`src/rtl/fb_window_reader.sv`:
```
// fb_window_reader: Avalon-MM read initiator that scans a rectangular window of the
// 160x120 8-bit frame buffer in raster order. It emits the window as a valid/ready
// pixel stream with start- and end-of-packet flags. The RAM is never written.
//
// Ports:
//   clk, reset_n                 clock, asynchronous active-low reset
//   start                        one-cycle pulse; samples cfg_* when idle
//   cfg_x0, cfg_y0, cfg_w, cfg_h window origin and size
//   busy, done, cfg_err          status: scan in progress, scan finished, window rejected
//   mem_*                        RAM port-2 (registered address, unregistered read data)
//   px_data, px_valid, px_ready  pixel stream handshake
//   px_sop, px_eop               first/last pixel of the window, qualified by px_valid
module fb_window_reader #(
    parameter int unsigned FB_WIDTH  = 160,
    parameter int unsigned FB_HEIGHT = 120,
    parameter int unsigned ADDR_W    = 15,
    parameter int unsigned DATA_W    = 8
) (
    input  logic              clk,
    input  logic              reset_n,
    input  logic              start,
    input  logic [7:0]        cfg_x0,
    input  logic [6:0]        cfg_y0,
    input  logic [7:0]        cfg_w,
    input  logic [6:0]        cfg_h,
    output logic              busy,
    output logic              done,
    output logic              cfg_err,
    output logic [ADDR_W-1:0] mem_address,
    output logic              mem_chipselect,
    output logic              mem_write,
    output logic [DATA_W-1:0] mem_writedata,
    output logic              mem_clken,
    input  logic [DATA_W-1:0] mem_readdata,
    output logic [DATA_W-1:0] px_data,
    output logic              px_valid,
    input  logic              px_ready,
    output logic              px_sop,
    output logic              px_eop
);

    typedef enum logic [1:0] {StIdle, StRead, StDrain} state_e;

    state_e              state_q;
    logic [7:0]          w_q, col_q;
    logic [6:0]          h_q, row_q;
    logic [ADDR_W-1:0]   row_base_q;
    logic                busy_q, done_q, cfg_err_q;

    // Read issued last cycle; its data is on mem_readdata this cycle.
    logic                pend_q, pend_sop_q, pend_eop_q;

    // Two-entry FIFO: the head entry drives the stream outputs directly.
    logic                head_valid_q, head_sop_q, head_eop_q;
    logic [DATA_W-1:0]   head_data_q;
    logic                skid_valid_q, skid_sop_q, skid_eop_q;
    logic [DATA_W-1:0]   skid_data_q;

    logic                win_ok;
    logic [ADDR_W-1:0]   start_base;
    logic                pop, push, credit, issue;
    logic [1:0]          load;
    logic                last_col, last_row, last_rd, first_rd;

    always_comb begin
        win_ok = (cfg_w != 8'd0) && (cfg_h != 7'd0)
              && (({1'b0, cfg_x0} + {1'b0, cfg_w}) <= 9'(FB_WIDTH))
              && (({1'b0, cfg_y0} + {1'b0, cfg_h}) <= 8'(FB_HEIGHT));
        start_base = ADDR_W'(cfg_y0) * ADDR_W'(FB_WIDTH) + ADDR_W'(cfg_x0);

        pop  = head_valid_q & px_ready;
        push = pend_q;
        // Entries held or in flight; a pop this cycle frees a slot for the new read,
        // which keeps one pixel per clock with only two entries of buffering.
        load   = 2'(head_valid_q) + 2'(skid_valid_q) + 2'(pend_q);
        credit = (load - 2'(pop)) < 2'd2;
        issue  = (state_q == StRead) && credit;

        last_col = (col_q == w_q - 8'd1);
        last_row = (row_q == h_q - 7'd1);
        last_rd  = last_col && last_row;
        first_rd = (col_q == 8'd0) && (row_q == 7'd0);

        mem_chipselect = issue;
        mem_address    = issue ? (row_base_q + ADDR_W'(col_q)) : '0;
    end

    assign mem_write     = 1'b0;
    assign mem_writedata = '0;
    assign mem_clken     = 1'b1;

    assign busy     = busy_q;
    assign done     = done_q;
    assign cfg_err  = cfg_err_q;
    assign px_data  = head_data_q;
    assign px_valid = head_valid_q;
    assign px_sop   = head_sop_q;
    assign px_eop   = head_eop_q;

    // Control FSM and address counters.
    always_ff @(posedge clk or negedge reset_n) begin
        if (!reset_n) begin
            state_q    <= StIdle;
            w_q        <= 8'd0;
            h_q        <= 7'd0;
            col_q      <= 8'd0;
            row_q      <= 7'd0;
            row_base_q <= '0;
            busy_q     <= 1'b0;
            done_q     <= 1'b0;
            cfg_err_q  <= 1'b0;
            pend_q     <= 1'b0;
            pend_sop_q <= 1'b0;
            pend_eop_q <= 1'b0;
        end else begin
            done_q     <= 1'b0;
            cfg_err_q  <= 1'b0;
            pend_q     <= issue;
            pend_sop_q <= issue && first_rd;
            pend_eop_q <= issue && last_rd;
            unique case (state_q)
                StIdle: begin
                    if (start) begin
                        if (win_ok) begin
                            w_q        <= cfg_w;
                            h_q        <= cfg_h;
                            col_q      <= 8'd0;
                            row_q      <= 7'd0;
                            row_base_q <= start_base;
                            busy_q     <= 1'b1;
                            state_q    <= StRead;
                        end else begin
                            cfg_err_q <= 1'b1;
                        end
                    end
                end
                StRead: begin
                    if (issue) begin
                        if (last_col) begin
                            col_q <= 8'd0;
                            if (last_row) begin
                                state_q <= StDrain;
                            end else begin
                                row_q      <= row_q + 7'd1;
                                row_base_q <= row_base_q + ADDR_W'(FB_WIDTH);
                            end
                        end else begin
                            col_q <= col_q + 8'd1;
                        end
                    end
                end
                StDrain: begin
                    // The eop pixel is the last one in flight, so its acceptance
                    // means the FIFO is empty and no read is outstanding.
                    if (pop && head_eop_q) begin
                        busy_q  <= 1'b0;
                        done_q  <= 1'b1;
                        state_q <= StIdle;
                    end
                end
                default: state_q <= StIdle;
            endcase
        end
    end

    // Output FIFO. Credit guarantees load never exceeds two, so a push into a full
    // FIFO cannot happen.
    always_ff @(posedge clk or negedge reset_n) begin
        if (!reset_n) begin
            head_valid_q <= 1'b0;
            head_sop_q   <= 1'b0;
            head_eop_q   <= 1'b0;
            head_data_q  <= '0;
            skid_valid_q <= 1'b0;
            skid_sop_q   <= 1'b0;
            skid_eop_q   <= 1'b0;
            skid_data_q  <= '0;
        end else if (head_valid_q && !pop) begin
            // Head stalled: hold it; park any returning pixel behind it.
            if (!skid_valid_q && push) begin
                skid_valid_q <= 1'b1;
                skid_sop_q   <= pend_sop_q;
                skid_eop_q   <= pend_eop_q;
                skid_data_q  <= mem_readdata;
            end
        end else if (skid_valid_q) begin
            head_valid_q <= 1'b1;
            head_sop_q   <= skid_sop_q;
            head_eop_q   <= skid_eop_q;
            head_data_q  <= skid_data_q;
            skid_valid_q <= push;
            if (push) begin
                skid_sop_q  <= pend_sop_q;
                skid_eop_q  <= pend_eop_q;
                skid_data_q <= mem_readdata;
            end
        end else if (push) begin
            head_valid_q <= 1'b1;
            head_sop_q   <= pend_sop_q;
            head_eop_q   <= pend_eop_q;
            head_data_q  <= mem_readdata;
        end else begin
            // Data and flags keep their last value once the beat is gone.
            head_valid_q <= 1'b0;
        end
    end

endmodule

```
`config.mk`:
```
export PLATFORM = sky130hd
export DESIGN_NAME = fb_window_reader
export DESIGN_NICKNAME = d
export VERILOG_FILES = /design/src/rtl/fb_window_reader.sv
export SDC_FILE = /design/constraint.sdc
export NUM_CORES = 1
export LEC_CHECK = 0
export CORE_ASPECT_RATIO = 1.75
export CORE_MARGIN = 2
export CORE_UTILIZATION = 60
export DETAILED_ROUTE_END_ITERATION = 6
export MAX_ROUTING_LAYER = met4
export PLACE_DENSITY = 0.88
export SETUP_SLACK_MARGIN = 0.05
export SYNTH_ARGS = -nofsm -noshare
export SYNTH_HDL_FRONTEND = slang
export SYNTH_SLANG_ARGS = --single-unit
```
`constraint.sdc`:
```
create_clock -name clk -period 5.4 [get_ports clk]
set_input_delay 0.54 -clock clk [delete_from_list [all_inputs] [get_ports clk]]
set_output_delay 0.54 -clock clk [all_outputs]
set_load 0.005 [all_outputs]
```
---- Yosys cells after proc, flatten, opt, wreduce, memory -nomap -nowiden ----
Cells that the tools add are included.
storage, ports and cells
  flip-flop bits (word level) ............. 75
  output and inout bits ................... 40
  input port bits ......................... 42
  word-level logic and storage cells ...... 134
operators by class
  muxes and demuxes ....................... 54
  order comparisons ....................... 3
  equal/unequal tests ..................... 12
  bitwise gates (word level) .............. 2
  add/subtract/negate cells ............... 12
  reductions and logical operators ........ 30
  multipliers ............................. 1
operators by type and width
  kind                     number
  $mux W15                 6
  $mux W8                  9
  $mux W7                  5
  $add A15 B8 Y15          2
  $pmux W15 S2             1
  $mux W1                  23
  $pmux W8 S2              1
  $add A15 B8 Y15 const B  1
  $ne A2 B2 Y1 const B     7
  $pmux W7 S2              1
  $mux W2                  6
  $reduce_and A6 Y1        2
  $logic_and A1 B1 Y1      11
  $mul A7 B3 Y10 const B   1
  $reduce_bool A2 Y1       5
  $add A8 B8 Y9            1
  $le A9 B8 Y1 const B     1
  $add A7 B7 Y8            1
  $add A8 B1 Y8 const B    1
  $eq A8 B8 Y1             1
  $le A8 B7 Y1 const B     1
  $logic_not A8 Y1         1
  $reduce_and A4 Y1        2
  $reduce_bool A8 Y1       1
  21 further kinds         23

---- Logic depth before layout (Yosys ltp) ----
  word-level depth ........................ 7
  gate-level depth with buffers ........... 12

---- Worst setup path before layout ----
Ideal clock, no wire load.
  path type ............................... in2reg
  start ................................... in cfg_x0[0]
  end ..................................... reg w_q[2]
  arrival ................................. 3076 ps
  data required time ...................... 5275 ps
  cell stages on the path ................. 10
  setup slack ............................. 2200 ps
  library setup time ...................... 125 ps
  cells stage by stage .................... ha_1 -> fa_1 -> a211o_1 -> a311oi_1 -> nor2_1 -> a311oi_1 -> and3b_1 -> buf_2 -> buf_4 -> mux2_2
between the ends
  longest elaborated chain between the ends .. 5
ends and longest elaborated chain
  element                      RTL line  text
  start, declared              22        input logic [7:0] cfg_x0,
  $add A8 B8 Y9                67        && (({1'b0, cfg_x0} + {1'b0, cfg_w}) <= 9'(FB_WIDTH))
  $le A9 B8 Y1                 67
  $logic_and A1 B1 Y1          67
  $logic_and A1 B1 Y1          68        && (({1'b0, cfg_y0} + {1'b0, cfg_h}) <= 8'(FB_HEIGHT));
  $reduce_and A3 Y1 (no line)  -
  end signal, assigned         125       w_q <= cfg_w;
  end, declared                45        logic [7:0] w_q, col_q;
No other way between the ends.
A chain may end at the register's enable or synchronous reset.

---- Worst setup path after layout ----
  start ................................... in px_ready
  end ..................................... out mem_chipselect
between the ends
  longest elaborated chain between the ends .. 4
ends and longest elaborated chain
  element              RTL line  text
  start, declared      37        input logic px_ready,
  $and A1 B1 Y1        71        pop = head_valid_q & px_ready;
  $sub A2 B1 Y2        76        credit = (load - 2'(pop)) < 2'd2;
  $lt A2 B2 Y1         76
  $logic_and A1 B1 Y1  77        issue = (state_q == StRead) && credit;
  end, declared        30        output logic mem_chipselect,
No other way between the ends.

==> metrics.md <==
| Metric | Value |
|---|---|
| Number of unique standard cell types used by synthesis | `67` |
| Total routing usage reported by global routing | `29.4%` |
| Die boundary width | `77.2 µm` |
| Number of antenna violations at the first check in global routing | `0` |
| # IOs | `82` |
| Critical-path cell list | `clkdlybuf4s50_1, and2_1, ha_1, inv_1, ha_1, a21oi_1, xor2_1, nand2_1, inv_1, clkdlybuf4s50_1` |
| Sequential share of the synthesized area | `33.3%` |
| Latest clock arrival within the worst-skew pair | `0.34 ns` |
| Bufs and invs on worst path | `4` |
| Setup violation total in the final timing report | `0` |
| Crit path DAT | `3.70 ns` |
| DR pass1 iterations | `5` |
| Hold WS | `0.420 ns` |
| Vias per inst | `6.16` |
| Setup TNS after final layout | `0 ns` |
| Highest routing layer actually used | `met4` |
| Total Die Area | `0.0102 mm²` |
| Classification of the worst-slack hold path | `in2async` |
| Cell internal power dissipation | `2.31 mW` |
| Share of layout cells above drive strength 1 | `8.61%` |
| Number of DRC markers after the initial detailed-route iteration | `303` |
| Number of buffers inserted during clock tree synthesis | `9` |
| Diode insertion count for antenna repair | `0` |
| Pin slew with the least headroom to its limit | `1.26 ns` |
| Post-synthesis cell count | `621` |
| # clock sinks | `75` |
| Grt ovf | `0` |
| Clock tree from TritonCTS | `built` |
| Max VDD drop | `0.281 mV` |
| Maximum number of pins on one net before global-route repair | `76` |
| Cell with the biggest individual delay on the critical path | `sky130_fd_sc_hd__clkdlybuf4s50_1` |
| Post-CTS Setup Repair Bufs | `0` |
| Number of warnings reported in the yosys synthesis log | `0` |
| Pre-CTS worst setup slack | `1.17 ns` |
| Crit. End Element | `output port` |
| EDFF count, synth | `0` |
| Switching share of power | `44.0%` |
| Worst-case clock skew | `0.00531 ns` |
| Drt drc | `0` |
| Leakage power | `2.91 nW` |
| Maximum level of the CTS H-tree | `3` |
| Effective utilization at floorplan | `61.9%` |
| Critical path required time | `4.86 ns` |
| Number of buffer cells added on primary ports | `71` |
| Max FO, Critical Path | `16` |
| Largest buffer count on any clock path | `2` |
| Top_reg_cell synth | `sky130_fd_sc_hd__dfrtp_1` |
| Core Footprint | `0.00909 mm²` |
| Total via count in the routed design | `4,960` |
| DP Area | `0.00634 mm²` |
| Startpoint Class | `primary input` |
| Setup repair after global routing missed its margin | `false` |
| Cell Pwr Density | `620 mW/mm²` |
| Clock slew at reported path FFs | `0.06 ns` |
| Total met3 wirelength after detailed routing | `601 µm` |
| Proportion of synthesized flip-flops having asynchronous set or reset | `100%` |
| Highest achievable clock rate | `236 MHz` |
| Buffer cell driving the clock tree root | `sky130_fd_sc_hd__clkbuf_16` |
| Height of the chip | `132 µm` |
| P&R area growth vs syn | `18.0%` |
| Vias in the first global route | `5,217` |
| Largest cells by area after synthesis | `sky130_fd_sc_hd__dfrtp_1 (33%), sky130_fd_sc_hd__ha_1 (10%), sky130_fd_sc_hd__xor2_1 (3.7%)` |
| Post-layout worst setup margin | `1.16 ns` |
| Met2 routed wirelength | `8010 µm` |
| Post-layout total power | `4.12 mW` |
| Post-synthesis register bit count | `75` |
| Pins over their slew limit | `0` |
| Cts repair resizes | `0` |
| Number of rows created at floorplan | `46` |
| Count of filler cells inserted in the layout | `718` |
| Final hold violation count | `0` |
| Top cell family by delay on the critical path | `buffers and inverters` |
| Synthesized area | `0.00563 mm²` |
| Final HPWL DP | `11,000 µm` |
| Nets@finish | `772` |
| Largest area contributor in the synthesized netlist | `sky130_fd_sc_hd__dfrtp_1` |
| Part of the total power dissipated in the clock network | `14.4%` |
| Final instance area | `0.00664 mm²` |
| Worst stage delay on the critical path | `0.56 ns` |
| Detailed-route wire length on metal 1 | `5130 µm` |
| Placer congestion estimate | `0.951` |
| Post-route insts no fill | `805` |
| Antenna viol nets, final | `0` |
| Power share of the combinational group | `58.1%` |
| Final critical-path share of the clock period | `78.4%` |
| Sequential power share | `27.5%` |
| Hold-fix buffers, CTS | `0` |
| First-pass GRT wire length | `23,600 µm` |
| Synth top area share | `33.3%` |
| Final core area utilization | `73.0%` |
| Critical setup path kind | `in2out` |
| Number of max-cap violations | `0` |
| Cell total after placement | `789` |
| Detailed Route WL | `14,300 µm` |
| Routed WL per cell | `17.8 µm` |
| Switch Pwr | `1.81 mW` |
| Final worst path period need | `4.24 ns` |
| Mean area per synthesized cell | `9.06 µm²` |
| Run status | `complete, no violations` |
| Relative slew slack | `15.8%` |
## synth_stat cells (5+ instances only)
cell,number
sky130_fd_sc_hd__nor2b_1,8
sky130_fd_sc_hd__inv_1,33
sky130_fd_sc_hd__o21bai_1,5
sky130_fd_sc_hd__or2_2,8
sky130_fd_sc_hd__clkbuf_1,17
sky130_fd_sc_hd__nand4_1,7
sky130_fd_sc_hd__buf_4,11
sky130_fd_sc_hd__xnor2_1,20
sky130_fd_sc_hd__a211o_1,6
sky130_fd_sc_hd__a21o_1,14
sky130_fd_sc_hd__mux2_2,18
sky130_fd_sc_hd__mux2i_1,12
sky130_fd_sc_hd__a21oi_1,40
sky130_fd_sc_hd__ha_1,45
sky130_fd_sc_hd__xor2_1,24
sky130_fd_sc_hd__nor4_1,8
sky130_fd_sc_hd__a31oi_1,10
sky130_fd_sc_hd__nand2_1,40
sky130_fd_sc_hd__nor3_1,14
sky130_fd_sc_hd__nand3_1,25
sky130_fd_sc_hd__o21ai_0,34
sky130_fd_sc_hd__nor2_1,51
sky130_fd_sc_hd__fa_1,5
sky130_fd_sc_hd__and3_1,9
sky130_fd_sc_hd__o31ai_1,7
sky130_fd_sc_hd__dfrtp_1,75
## power by group through the flow
stage | logic (mW) | clock network (mW) | registers (mW)
global placement | 2.24 | 0 | 1.11
detailed placement | 2.35 | 0 | 1.13
floorplan | 1.64 | 0 | 0.994
finish | 2.39 | 0.593 | 1.13
CTS | 2.38 | 0.597 | 1.12
global route | 2.61 | 0.621 | 1.17
## final cells by class
| class | count | area, µm² | area share (%) |
|---|---|---|---|
| well taps | 120 | 150 | 2.26 |
| flip-flops and latches | 75 | 1880 | 28.3 |
| clock buffers | 9 | 225 | 3.39 |
| clock inverters | 7 | 68.8 | 1.04 |
| inverters | 33 | 124 | 1.87 |
| multi-input cells | 486 | 3460 | 52.1 |
| repair buffers | 75 | 736 | 11.1 |
## final timing paths
kind	from	to	slack (ns)	cells past startpoint
max in group asynchronous	reset_n	row_base_q[12]	4.37	2
min in group clk	skid_data_q[2]	skid_data_q[2]	0.51	1
hold / removal	reset_n	skid_data_q[7]	0.42	2
setup reg to reg	px_valid	col_q[3]	2.07	11
setup / recovery	px_ready	mem_chipselect	1.16	10
hold reg to reg	skid_data_q[2]	skid_data_q[2]	0.51	1
## placed cells by master, fill, tap and decap left out, types with 5 or more instances in the layout
cell,synthesis,routed
sky130_fd_sc_hd__a211o_1,6,6
sky130_fd_sc_hd__a21o_1,14,14
sky130_fd_sc_hd__a21oi_1,40,40
sky130_fd_sc_hd__a31oi_1,10,10
sky130_fd_sc_hd__and3_1,9,9
sky130_fd_sc_hd__clkbuf_16,0,9
sky130_fd_sc_hd__clkdlybuf4s50_1,0,70
sky130_fd_sc_hd__conb_1,2,10
sky130_fd_sc_hd__dfrtp_1,75,75
sky130_fd_sc_hd__fa_1,5,5
sky130_fd_sc_hd__ha_1,45,45
sky130_fd_sc_hd__inv_1,33,33
sky130_fd_sc_hd__mux2_2,18,18
sky130_fd_sc_hd__mux2i_1,12,12
sky130_fd_sc_hd__nand2_1,40,40
sky130_fd_sc_hd__nand3_1,25,25
sky130_fd_sc_hd__nand4_1,7,7
sky130_fd_sc_hd__nor2_1,51,51
sky130_fd_sc_hd__nor2b_1,8,8
sky130_fd_sc_hd__nor3_1,14,14
sky130_fd_sc_hd__nor4_1,8,8
sky130_fd_sc_hd__o21ai_0,34,34
sky130_fd_sc_hd__o21bai_1,5,5
sky130_fd_sc_hd__o31ai_1,7,7
sky130_fd_sc_hd__or2_2,8,8
sky130_fd_sc_hd__xnor2_1,20,20
sky130_fd_sc_hd__xor2_1,24,24
## sequential cells by signal, summed over array words and instances, names as in the netlist
| name | cells |
|---|---|
| skid_valid_q | 1 |
| pend_sop_q | 1 |
| pend_q | 1 |
| px_valid | 1 |
| col_q | 8 |
| px_sop | 1 |
| pend_eop_q | 1 |
| done | 1 |
| skid_data_q | 8 |
| h_q | 7 |
| w_q | 8 |
| skid_eop_q | 1 |
| px_data | 8 |
| skid_sop_q | 1 |
| cfg_err | 1 |
| busy | 1 |
| row_base_q | 15 |
| px_eop | 1 |
| row_q | 7 |
| state_q | 2 |
## kinds of logic after synthesis
group / count (synthesis) / share of synthesized area, %
fa+ha+maj: 51 / 12.0
buf+inv: 68 / 5.74
flops: 75 / 33.3
compound gates: 151 / 17.7
other cells: 2 / 0.133
simple gates: 200 / 18.5
xor+xnor: 44 / 6.85
mux: 30 / 5.74
## per-layer routing
metal	GRT usage (%)	vias to the layer above
li1	-	2333
met1	29.0	2387
met2	54.7	188
met3	3.97	52
met4	14.8	0
met5	-	-
No activity file was read; power rests on OpenSTA's default activity.
